### src/rtl/fetch_pkg.sv
// Shared types and default sizes for the instruction fetch front-end.
package fetch_pkg;

    localparam int unsigned PC_W_DEF    = 4;
    localparam int unsigned INSTR_W_DEF = 16;
    localparam int unsigned DEPTH_DEF   = 4;

    // Queue pointer width for the default depth.
    localparam int unsigned QPTR_W = $clog2(DEPTH_DEF);

    // One buffered fetch result: the address it came from and the instruction word.
    typedef struct packed {
        logic [PC_W_DEF-1:0]    pc;
        logic [INSTR_W_DEF-1:0] instr;
    } fetch_entry_t;

endpackage

### src/rtl/fetch_fifo.sv
// Small synchronous FIFO holding fetched entries. Flush dominates push and pop.
// Storage is reset so the head reads as zero while empty after reset.
module fetch_fifo
    import fetch_pkg::*;
#(
    parameter type         entry_t = fetch_entry_t,
    parameter int unsigned Depth   = DEPTH_DEF,
    parameter int unsigned PtrW    = QPTR_W
) (
    input  logic          clk_i,
    input  logic          rst_ni,
    input  logic          push_i,
    input  entry_t        push_data_i,
    input  logic          pop_i,
    input  logic          flush_i,
    output logic [PtrW:0] count_o,
    output logic          empty_o,
    output entry_t        head_o
);

    logic [PtrW-1:0] wr_q, wr_d;
    logic [PtrW-1:0] rd_q, rd_d;
    logic [PtrW:0]   count_q, count_d;
    entry_t          mem_q [Depth];

    // Pointer and occupancy next-state; pointers wrap naturally at Depth.
    always_comb begin
        wr_d    = wr_q;
        rd_d    = rd_q;
        count_d = count_q;
        if (flush_i) begin
            wr_d    = '0;
            rd_d    = '0;
            count_d = '0;
        end else begin
            if (push_i) wr_d = wr_q + 1'b1;
            if (pop_i)  rd_d = rd_q + 1'b1;
            if (push_i && !pop_i) begin
                count_d = count_q + 1'b1;
            end else if (!push_i && pop_i) begin
                count_d = count_q - 1'b1;
            end
        end
    end

    // Pointer and occupancy registers.
    always_ff @(posedge clk_i or negedge rst_ni) begin
        if (!rst_ni) begin
            wr_q    <= '0;
            rd_q    <= '0;
            count_q <= '0;
        end else begin
            wr_q    <= wr_d;
            rd_q    <= rd_d;
            count_q <= count_d;
        end
    end

    // Entry storage; a flushed push is discarded.
    always_ff @(posedge clk_i or negedge rst_ni) begin
        if (!rst_ni) begin
            for (int i = 0; i < int'(Depth); i++) begin
                mem_q[i] <= '0;
            end
        end else if (push_i && !flush_i) begin
            mem_q[wr_q] <= push_data_i;
        end
    end

    assign count_o = count_q;
    assign empty_o = (count_q == '0);
    assign head_o  = mem_q[rd_q];

endmodule

### src/rtl/instr_fetch_queue.sv
// Fetch front-end: owns the PC, issues one read per cycle to a synchronous
// instruction memory, buffers returns in a prefetch queue and supports redirects.
module instr_fetch_queue
    import fetch_pkg::*;
#(
    parameter int unsigned PC_W    = PC_W_DEF,
    parameter int unsigned INSTR_W = INSTR_W_DEF,
    parameter int unsigned DEPTH   = DEPTH_DEF
) (
    input  logic               clk,
    input  logic               rst_n,
    input  logic               fetch_en,
    output logic               imem_req,
    output logic [PC_W-1:0]    imem_addr,
    input  logic [INSTR_W-1:0] imem_rdata,
    input  logic               imem_rvalid,
    input  logic               redirect_valid,
    input  logic [PC_W-1:0]    redirect_pc,
    output logic               out_valid,
    output logic [INSTR_W-1:0] out_instr,
    output logic [PC_W-1:0]    out_pc,
    input  logic               out_ready
);

    localparam int unsigned PtrW = $clog2(DEPTH);
    localparam logic [PtrW+1:0] DepthW = DEPTH[PtrW+1:0];

    typedef struct packed {
        logic [PC_W-1:0]    pc;
        logic [INSTR_W-1:0] instr;
    } entry_t;

    logic [PC_W-1:0] pc_q, pc_d;
    logic [PC_W-1:0] req_pc_q, req_pc_d;
    logic            inflight_q, inflight_d;
    logic            drop_q, drop_d;

    logic [PtrW:0]   q_count;
    logic            q_empty;
    entry_t          q_head;
    entry_t          push_data;
    logic            push;
    logic            pop;
    logic [PtrW+1:0] occupancy;
    logic            credit;
    logic            issue;

    // Queue slots already claimed: stored entries plus the one read in flight.
    assign occupancy = {1'b0, q_count} + {{(PtrW + 1){1'b0}}, inflight_q};
    assign credit    = (occupancy < DepthW);
    assign issue     = rst_n & fetch_en & ~redirect_valid & credit;

    assign imem_req  = issue;
    assign imem_addr = pc_q;

    // A response is kept only if it belongs to a live request and no redirect is in progress.
    assign push      = imem_rvalid & inflight_q & ~drop_q & ~redirect_valid;
    assign push_data = '{pc: req_pc_q, instr: imem_rdata};

    assign out_valid = ~q_empty & ~redirect_valid;
    assign pop       = out_valid & out_ready;
    assign out_pc    = q_head.pc;
    assign out_instr = q_head.instr;

    // PC, in-flight tracking and stale-response drop next-state.
    always_comb begin
        pc_d       = pc_q;
        req_pc_d   = req_pc_q;
        inflight_d = inflight_q;
        drop_d     = drop_q;
        if (redirect_valid) begin
            pc_d       = redirect_pc;
            inflight_d = 1'b0;
            // Any response still owed after this cycle must be discarded.
            drop_d     = (inflight_q | drop_q) & ~imem_rvalid;
        end else begin
            if (imem_rvalid) begin
                if (drop_q) begin
                    drop_d = 1'b0;
                end else if (inflight_q) begin
                    inflight_d = 1'b0;
                end
            end
            if (issue) begin
                pc_d       = pc_q + 1'b1;
                req_pc_d   = pc_q;
                inflight_d = 1'b1;
            end
        end
    end

    // Fetch control registers.
    always_ff @(posedge clk or negedge rst_n) begin
        if (!rst_n) begin
            pc_q       <= '0;
            req_pc_q   <= '0;
            inflight_q <= 1'b0;
            drop_q     <= 1'b0;
        end else begin
            pc_q       <= pc_d;
            req_pc_q   <= req_pc_d;
            inflight_q <= inflight_d;
            drop_q     <= drop_d;
        end
    end

    fetch_fifo #(
        .entry_t (entry_t),
        .Depth   (DEPTH),
        .PtrW    (PtrW)
    ) u_fifo (
        .clk_i       (clk),
        .rst_ni      (rst_n),
        .push_i      (push),
        .push_data_i (push_data),
        .pop_i       (pop),
        .flush_i     (redirect_valid),
        .count_o     (q_count),
        .empty_o     (q_empty),
        .head_o      (q_head)
    );

endmodule
### config.mk
export PLATFORM = sky130hd
export DESIGN_NAME = instr_fetch_queue
export DESIGN_NICKNAME = d
export VERILOG_FILES = /design/src/rtl/fetch_pkg.sv /design/src/rtl/fetch_fifo.sv /design/src/rtl/instr_fetch_queue.sv
export SDC_FILE = /design/constraint.sdc
export NUM_CORES = 1
export LEC_CHECK = 0
export BUFFER_PORTS_ARGS = -buffer_cell sky130_fd_sc_hd__buf_4
export CAP_MARGIN = 20
export CORE_ASPECT_RATIO = 0.6
export CORE_UTILIZATION = 35
export CTS_CLUSTER_DIAMETER = 80
export CTS_CLUSTER_SIZE = 40
export DETAILED_ROUTE_END_ITERATION = 10
export HOLD_SLACK_MARGIN = 0.1
export PLACE_DENSITY_LB_ADDON = 0.08
export SLEW_MARGIN = 0
export SYNTH_ARGS = -nofsm -noshare
export SYNTH_HDL_FRONTEND = slang
export SYNTH_HIERARCHICAL = 1
export SYNTH_SLANG_ARGS = --single-unit
### constraint.sdc
create_clock -name clk -period 3.7 [get_ports clk]
set_input_delay 0.555 -clock clk [delete_from_list [all_inputs] [get_ports clk]]
set_output_delay 0.555 -clock clk [all_outputs]
set_load 0.01 [all_outputs]
==> flow_metrics.env, run 1 <==
export IMPL_power_density_nw_per_um2=496
export IMPL_fp_dieW_um=147
export IMPL_initial_utilization_pct=36.3
export IMPL_yosysTopAreaCell="dfrtp_1"
export IMPL_area_growth_pct=18.8
export IMPL_multi_input_area_um2=1840
export IMPL_hold_ws_ns=0.173
export IMPL_p_sw_uw=640
export IMPL_path_class="reg2out"
export IMPL_layout_nets=367
export IMPL_rsz0062_at_grt="false"
export IMPL_critPathArrivalTime_ns=1.98
export IMPL_final_common_cell="dfrtp_1"
export IMPL_io_pins=52
export IMPL_muxShareOfSynthArea_pct=33.0
export IMPL_grt_pass1_vias=2543
export IMPL_insertion_delay_ns=0.34
export IMPL_h_tree_depth=3
export IMPL_antenna_found_initial=0
export IMPL_final_hold_violation_count=0
export IMPL_cts_setup_buffers=0
export IMPL_synth_area_per_cell_um2=15.8
export IMPL_setup_tns_ns=0
export IMPL_clock_skew_ns=0.0118
export IMPL_slew_headroom_pct=30.0
export IMPL_clock_tree_buffer_depth=2
export IMPL_drc=0
export IMPL_worst_r2r_path_depth=5
export IMPL_syn_num_nets=313
export IMPL_swShare_pct=24.6
export IMPL_required_ns=3.14
export IMPL_stdcell_count=504
export IMPL_dp_cells=488
export IMPL_p_seq_share_pct=46.9
export IMPL_status="completed"
export IMPL_syn_instance_count=280
export IMPL_grt_max_degree=66
export IMPL_ys_warn_count=6
export IMPL_synth_fa_ha_area_share_pct=2.15
export IMPL_cts_sinks=97
export IMPL_synth_xor_area_share_pct=0.992
export IMPL_p_int_mw=1.96
export IMPL_crit_fanout=15
export IMPL_seq_area_frac_synth_pct=55.0
export IMPL_p_leak_nw=2.53
export IMPL_num_vias=2435
export IMPL_slew_violations=0
export IMPL_finalCritPeriodShare_pct=68.4
export IMPL_ctsHoldBuffers=0
export IMPL_clockPowerShare_pct=36.2
export IMPL_cts_made_buffers=9
export IMPL_synth_top_area_share_pct=55.0
export IMPL_layout_common_cells="97 x dfrtp_1, 80 x mux2_2, 56 x buf_4"
export IMPL_viasPerCell=4.83
export IMPL_io_buffers=51
export IMPL_timing_fmax_ghz=0.395
export IMPL_ant_nets=0
export IMPL_fp_coreArea_um2=12200
export IMPL_wirelength_um=8690
export IMPL_setup_viol=0
export IMPL_synthSimpleGateAreaFrac_pct=4.19
export IMPL_dieArea_um2=13100
export IMPL_drive_above_1_share_pct=54.0
export IMPL_synth_compound_area_share_pct=1.33
export IMPL_syn_area_um2=4420
export IMPL_ys_flop_type="dfrtp_1"
export IMPL_drt_iter0_markers=89
export IMPL_grt_util_all_layers_pct=14.8
export IMPL_diodes=0
export IMPL_cts_repair_resized=0
export IMPL_synth_top_family_by_area="multiplexers"
export IMPL_synth_edf_count=0
export IMPL_crit_path_start_kind="register"
export IMPL_seqCellArea_um2=2430
export IMPL_routedWlPerCell_um=17.2
export IMPL_grt_first_pass_wirelength_um=14400
export IMPL_cts_tree="done"
export IMPL_worstMarginPinSlew_ns=1.05
export IMPL_place_ws_ns=0.888
export IMPL_fin_crit_ns=2.53
export IMPL_rows=31
export IMPL_ys_top_cells_by_area="dfrtp_1 55%, mux2_2 20%, mux4_2 10%"
export IMPL_cap_violations=0
export IMPL_peakVddDrop_mv=0.202
export IMPL_root_buffer="clkbuf_16"
export IMPL_clkTransAtPathRegs_ns=0.07
export IMPL_drt_pass1_iterations=4
export IMPL_power_frac_comb_pct=16.9
export IMPL_critPathCaptureType="output pin"
export IMPL_synthArstFlopShare_pct=100
export IMPL_finalWorstSetupSlack_ns=1.17
export IMPL_gp_congestion=0.771
export IMPL_place_hpwl_um=5750
export IMPL_overflow=0
export IMPL_fill_cells=1124
export IMPL_die_h_um=89.0
export IMPL_ys_ff_latch=97
export IMPL_hold_class="in2async"
export IMPL_ys_types=33
## worst paths after layout
check	from	to	slack (ns)
max in group asynchronous	rst_n	drop_q$_DFFE_PN0P_	2.30
worst max-delay path	u_fifo/rd_q[0]$_DFFE_PN0P_	out_instr[15]	1.17
worst max register to register	drop_q$_DFFE_PN0P_	u_fifo/mem_q[75]$_DFFE_PN0P_	1.25
worst min-delay path	rst_n	u_fifo/mem_q[42]$_DFFE_PN0P_	0.17
min in group clk	imem_rvalid	drop_q$_DFFE_PN0P_	0.37
worst min register to register	drop_q$_DFFE_PN0P_	drop_q$_DFFE_PN0P_	0.50
## through the flow
step	total power [mW]	utilization [%]	instance area (um2)
global placement	1.68	40.6	4940
detailed placement	1.69	40.6	4940
finish	2.60	43.1	5250
global route	2.74	43.1	5250
floorplan	1.47	-	4420
CTS	2.65	43.1	5250
## state kept, by name (all words and copies together) (netlist names)
register,count
inflight_q,1
drop_q,1
u_fifo/count_o,3
u_fifo/wr_q,2
imem_addr,4
req_pc_q,4
u_fifo/mem_q,80
u_fifo/rd_q,2
## critical path, stage by stage, from the launching register on
cell	delay [ns]
dfrtp_1	0.67
buf_12	0.25
mux4_2	0.55
buf_4	0.17
## cells in the mapped netlist, drive strengths merged (4+ instances only)
library cell  number
ha                 6
mux4              20
mux2              85
o21ai              4
a21oi              4
dfrtp             97
inv                7
nand2              8
nor2              10
buf               12
## logic make-up after synthesis
group | Yosys count
AOI/OAI and AO/OA | 10
buffers and inverters | 21
adders and majority gates | 7
muxes | 108
xor gates and xnor gates | 5
and+or+nand+nor | 32
DFF | 97
## power by group through the flow
stage	registers, mW	logic (mW)	clock network, mW
3_5_place_dp	1.24	0.449	0
4_1_cts	1.22	0.449	0.981
2_1_floorplan	1.21	0.259	0
6_report	1.22	0.439	0.944
3_3_place_gp	1.24	0.443	0
5_1_grt	1.23	0.482	1.03
## layer usage
layer	track usage [%]	up-vias	share of wire, %
met3	4.39	8	3.8
met5	0	-	0
met4	4.50	0	1.2
li1	-	1128	-
met1	21.8	1257	53
met2	20.9	42	42
## final cells by class
class	count	area share, %
clock buffers	11	4.63
repair buffers	57	8.40
well taps	165	3.94
clock inverters	5	1.19
multi-input cells	162	35.1
inverters	7	0.501
flip-flops and latches	97	46.3
No activity file was read; power rests on OpenSTA's default activity.
==> inputs of run 2 (changes only) <==
==> constraint.sdc (replaced) <==
create_clock -name clk -period 2.34 [get_ports clk]
set_input_delay 0.351 -clock clk [delete_from_list [all_inputs] [get_ports clk]]
set_output_delay 0.351 -clock clk [all_outputs]
set_load 0.01 [all_outputs]
==> run 2 against run 1 <==
Effect of this change: via count is 0.29% higher; total power is 56% higher; setup slack worse by 0.92 ns; worst hold slack worse by 0.022 ns; non-clock buffer count is 4 higher; cell count is 0.79% higher; routed wire length is 0.96% lower; clock skew is 0.0048 ns lower; sequential power is 57% higher; flip-flop and latch count stayed put; count of clock-buffer cells in the layout stayed put.
==> flow_metrics.env, run 2 (synthesized netlist as in run 1, its figures left out) <==
export IMPL_ant_nets=0
export IMPL_clkTransAtPathRegs_ns=0.07
export IMPL_utilization_pct=43.5
export IMPL_status="completed"
export IMPL_power_frac_comb_pct=17.3
export IMPL_finalCritPeriodShare_pct=89.6
export IMPL_h_tree_depth=3
export IMPL_largest_reg_flops=80
export IMPL_area_growth_pct=19.9
export IMPL_cts_sinks=97
export IMPL_clockPowerShare_pct=35.5
export IMPL_stdcell_count=508
export IMPL_reg2reg_from="u_fifo/count_o[0]$_DFFE_PN0P_"
export IMPL_finalWorstSetupSlack_ns=0.244
export IMPL_die_h_um=89.0
export IMPL_timing_fmax_ghz=0.477
export IMPL_slew_headroom_pct=50.5
export IMPL_io_buffers=51
export IMPL_gp_congestion=0.702
export IMPL_grt_pass1_vias=2609
export IMPL_fp_coreArea_um2=12200
export IMPL_dieArea_um2=13100
export IMPL_finalInstanceArea_um2=5300
export IMPL_wirelength_um=8610
export IMPL_routedWlPerCell_um=16.9
export IMPL_fill_cells=1130
export IMPL_diodes=0
export IMPL_clock_skew_ns=0.00701
export IMPL_required_ns=2.60
export IMPL_drc=0
export IMPL_grt_util_all_layers_pct=14.7
export IMPL_p_seq_share_pct=47.2
export IMPL_cap_violations=0
export IMPL_num_vias=2442
export IMPL_total_power_mw=4.06
export IMPL_p_sw_uw=965
export IMPL_crit_path_start_kind="register"
export IMPL_drt_iter0_markers=83
export IMPL_dp_cells=492
export IMPL_final_common_cell="dfrtp_1"
export IMPL_layout_common_cells="97 x dfrtp_1, 80 x mux2_2, 58 x buf_4"
export IMPL_final_hold_violation_count=0
export IMPL_place_hpwl_um=5630
export IMPL_peakVddDrop_mv=0.348
export IMPL_viasPerCell=4.81
export IMPL_worstMarginPinSlew_ns=0.742
export IMPL_cts_made_buffers=9
export IMPL_layout_nets=371
export IMPL_grt_max_degree=60
export IMPL_hold_ws_ns=0.151
export IMPL_rsz0062_at_grt="false"
export IMPL_fin_crit_ns=2.10
export IMPL_path_class="reg2reg"
export IMPL_grt_first_pass_wirelength_um=14400
export IMPL_rows=31
export IMPL_place_ws_ns=0.158
export IMPL_io_pins=52
export IMPL_overflow=0
export IMPL_insertion_delay_ns=0.33
export IMPL_largest_register="u_fifo/mem_q"
export IMPL_swShare_pct=23.7
export IMPL_critPathArrivalTime_ns=2.35
export IMPL_drive_above_1_share_pct=54.8
export IMPL_p_int_mw=3.10
export IMPL_p_leak_nw=2.55
export IMPL_clock_tree_buffer_depth=2
export IMPL_cts_tree="done"
export IMPL_setup_viol=0
export IMPL_worst_r2r_path_depth=9
export IMPL_critPathCaptureType="register"
export IMPL_power_density_nw_per_um2=768
export IMPL_crit_fanout=4
export IMPL_placed_area_um2=4990
export IMPL_fp_dieW_um=147
export IMPL_hold_class="in2async"
export IMPL_initial_utilization_pct=36.3
export IMPL_root_buffer="clkbuf_16"
export IMPL_drt_pass1_iterations=4
export IMPL_crit_start="u_fifo/count_o[0]$_DFFE_PN0P_"
export IMPL_slew_violations=0
export IMPL_antenna_found_initial=0
export IMPL_setup_tns_ns=0
run 2: critical path: stages, from the launching register on:
cell	delay [ns]
dfrtp_1	0.41
nor3_1	0.07
nor2_1	0.13
and2_4	0.18
inv_1	0.04
ha_1	0.21
fa_1	0.39
xnor2_1	0.14
or3_1	0.31
a21oi_1	0.14
run 2: routing by layer:
layer | global-route usage, % | wire, um | vias to the layer above
li1 | - | - | 1133
met2 | 22.6 | 3810 | 40
met4 | 3.09 | 25 | 0
met3 | 4.34 | 363 | 4
met5 | 0 | 0 | -
met1 | 20.8 | 4410 | 1265
run 2: worst paths after layout:
| kind | end | slack (ns) |
|---|---|---|
| setup / recovery | u_fifo/count_o[2]$_DFFE_PN0P_ | 0.24 |
| hold / removal | u_fifo/mem_q[52]$_DFFE_PN0P_ | 0.15 |
| setup reg to reg | u_fifo/count_o[2]$_DFFE_PN0P_ | 0.24 |
| hold reg to reg | u_fifo/mem_q[34]$_DFFE_PN0P_ | 0.50 |
| max in group asynchronous | u_fifo/wr_q[1]$_DFFE_PN0P_ | 1.59 |
| min in group clk | drop_q$_DFFE_PN0P_ | 0.18 |
run 2: power by group through the flow:
stage	clock, mW	combinational, mW	sequential (mW)
after floorplan	0	0.410	1.92
after global placement	0	0.712	1.95
after detailed placement	0	0.719	1.95
after CTS	1.51	0.722	1.92
after global routing	1.58	0.772	1.94
final	1.44	0.704	1.92
run 2: final cells by class:
type / instances / area [um2] / share of cell area, %
well taps: 165 / 206 / 3.90
inverters: 7 / 26.3 / 0.496
clock inverters: 5 / 55.1 / 1.04
clock buffers: 11 / 243 / 4.58
repair buffers: 61 / 495 / 9.36
multi-input cells: 162 / 1840 / 34.8
flip-flops and latches: 97 / 2430 / 45.8
run 2: timing repair:
item / CTS / global route
resized for setup: 0 / 1
hold buffers: 0 / 0
buffers inserted: 0 / 0
endpoints found under the setup margin: 0 / 1
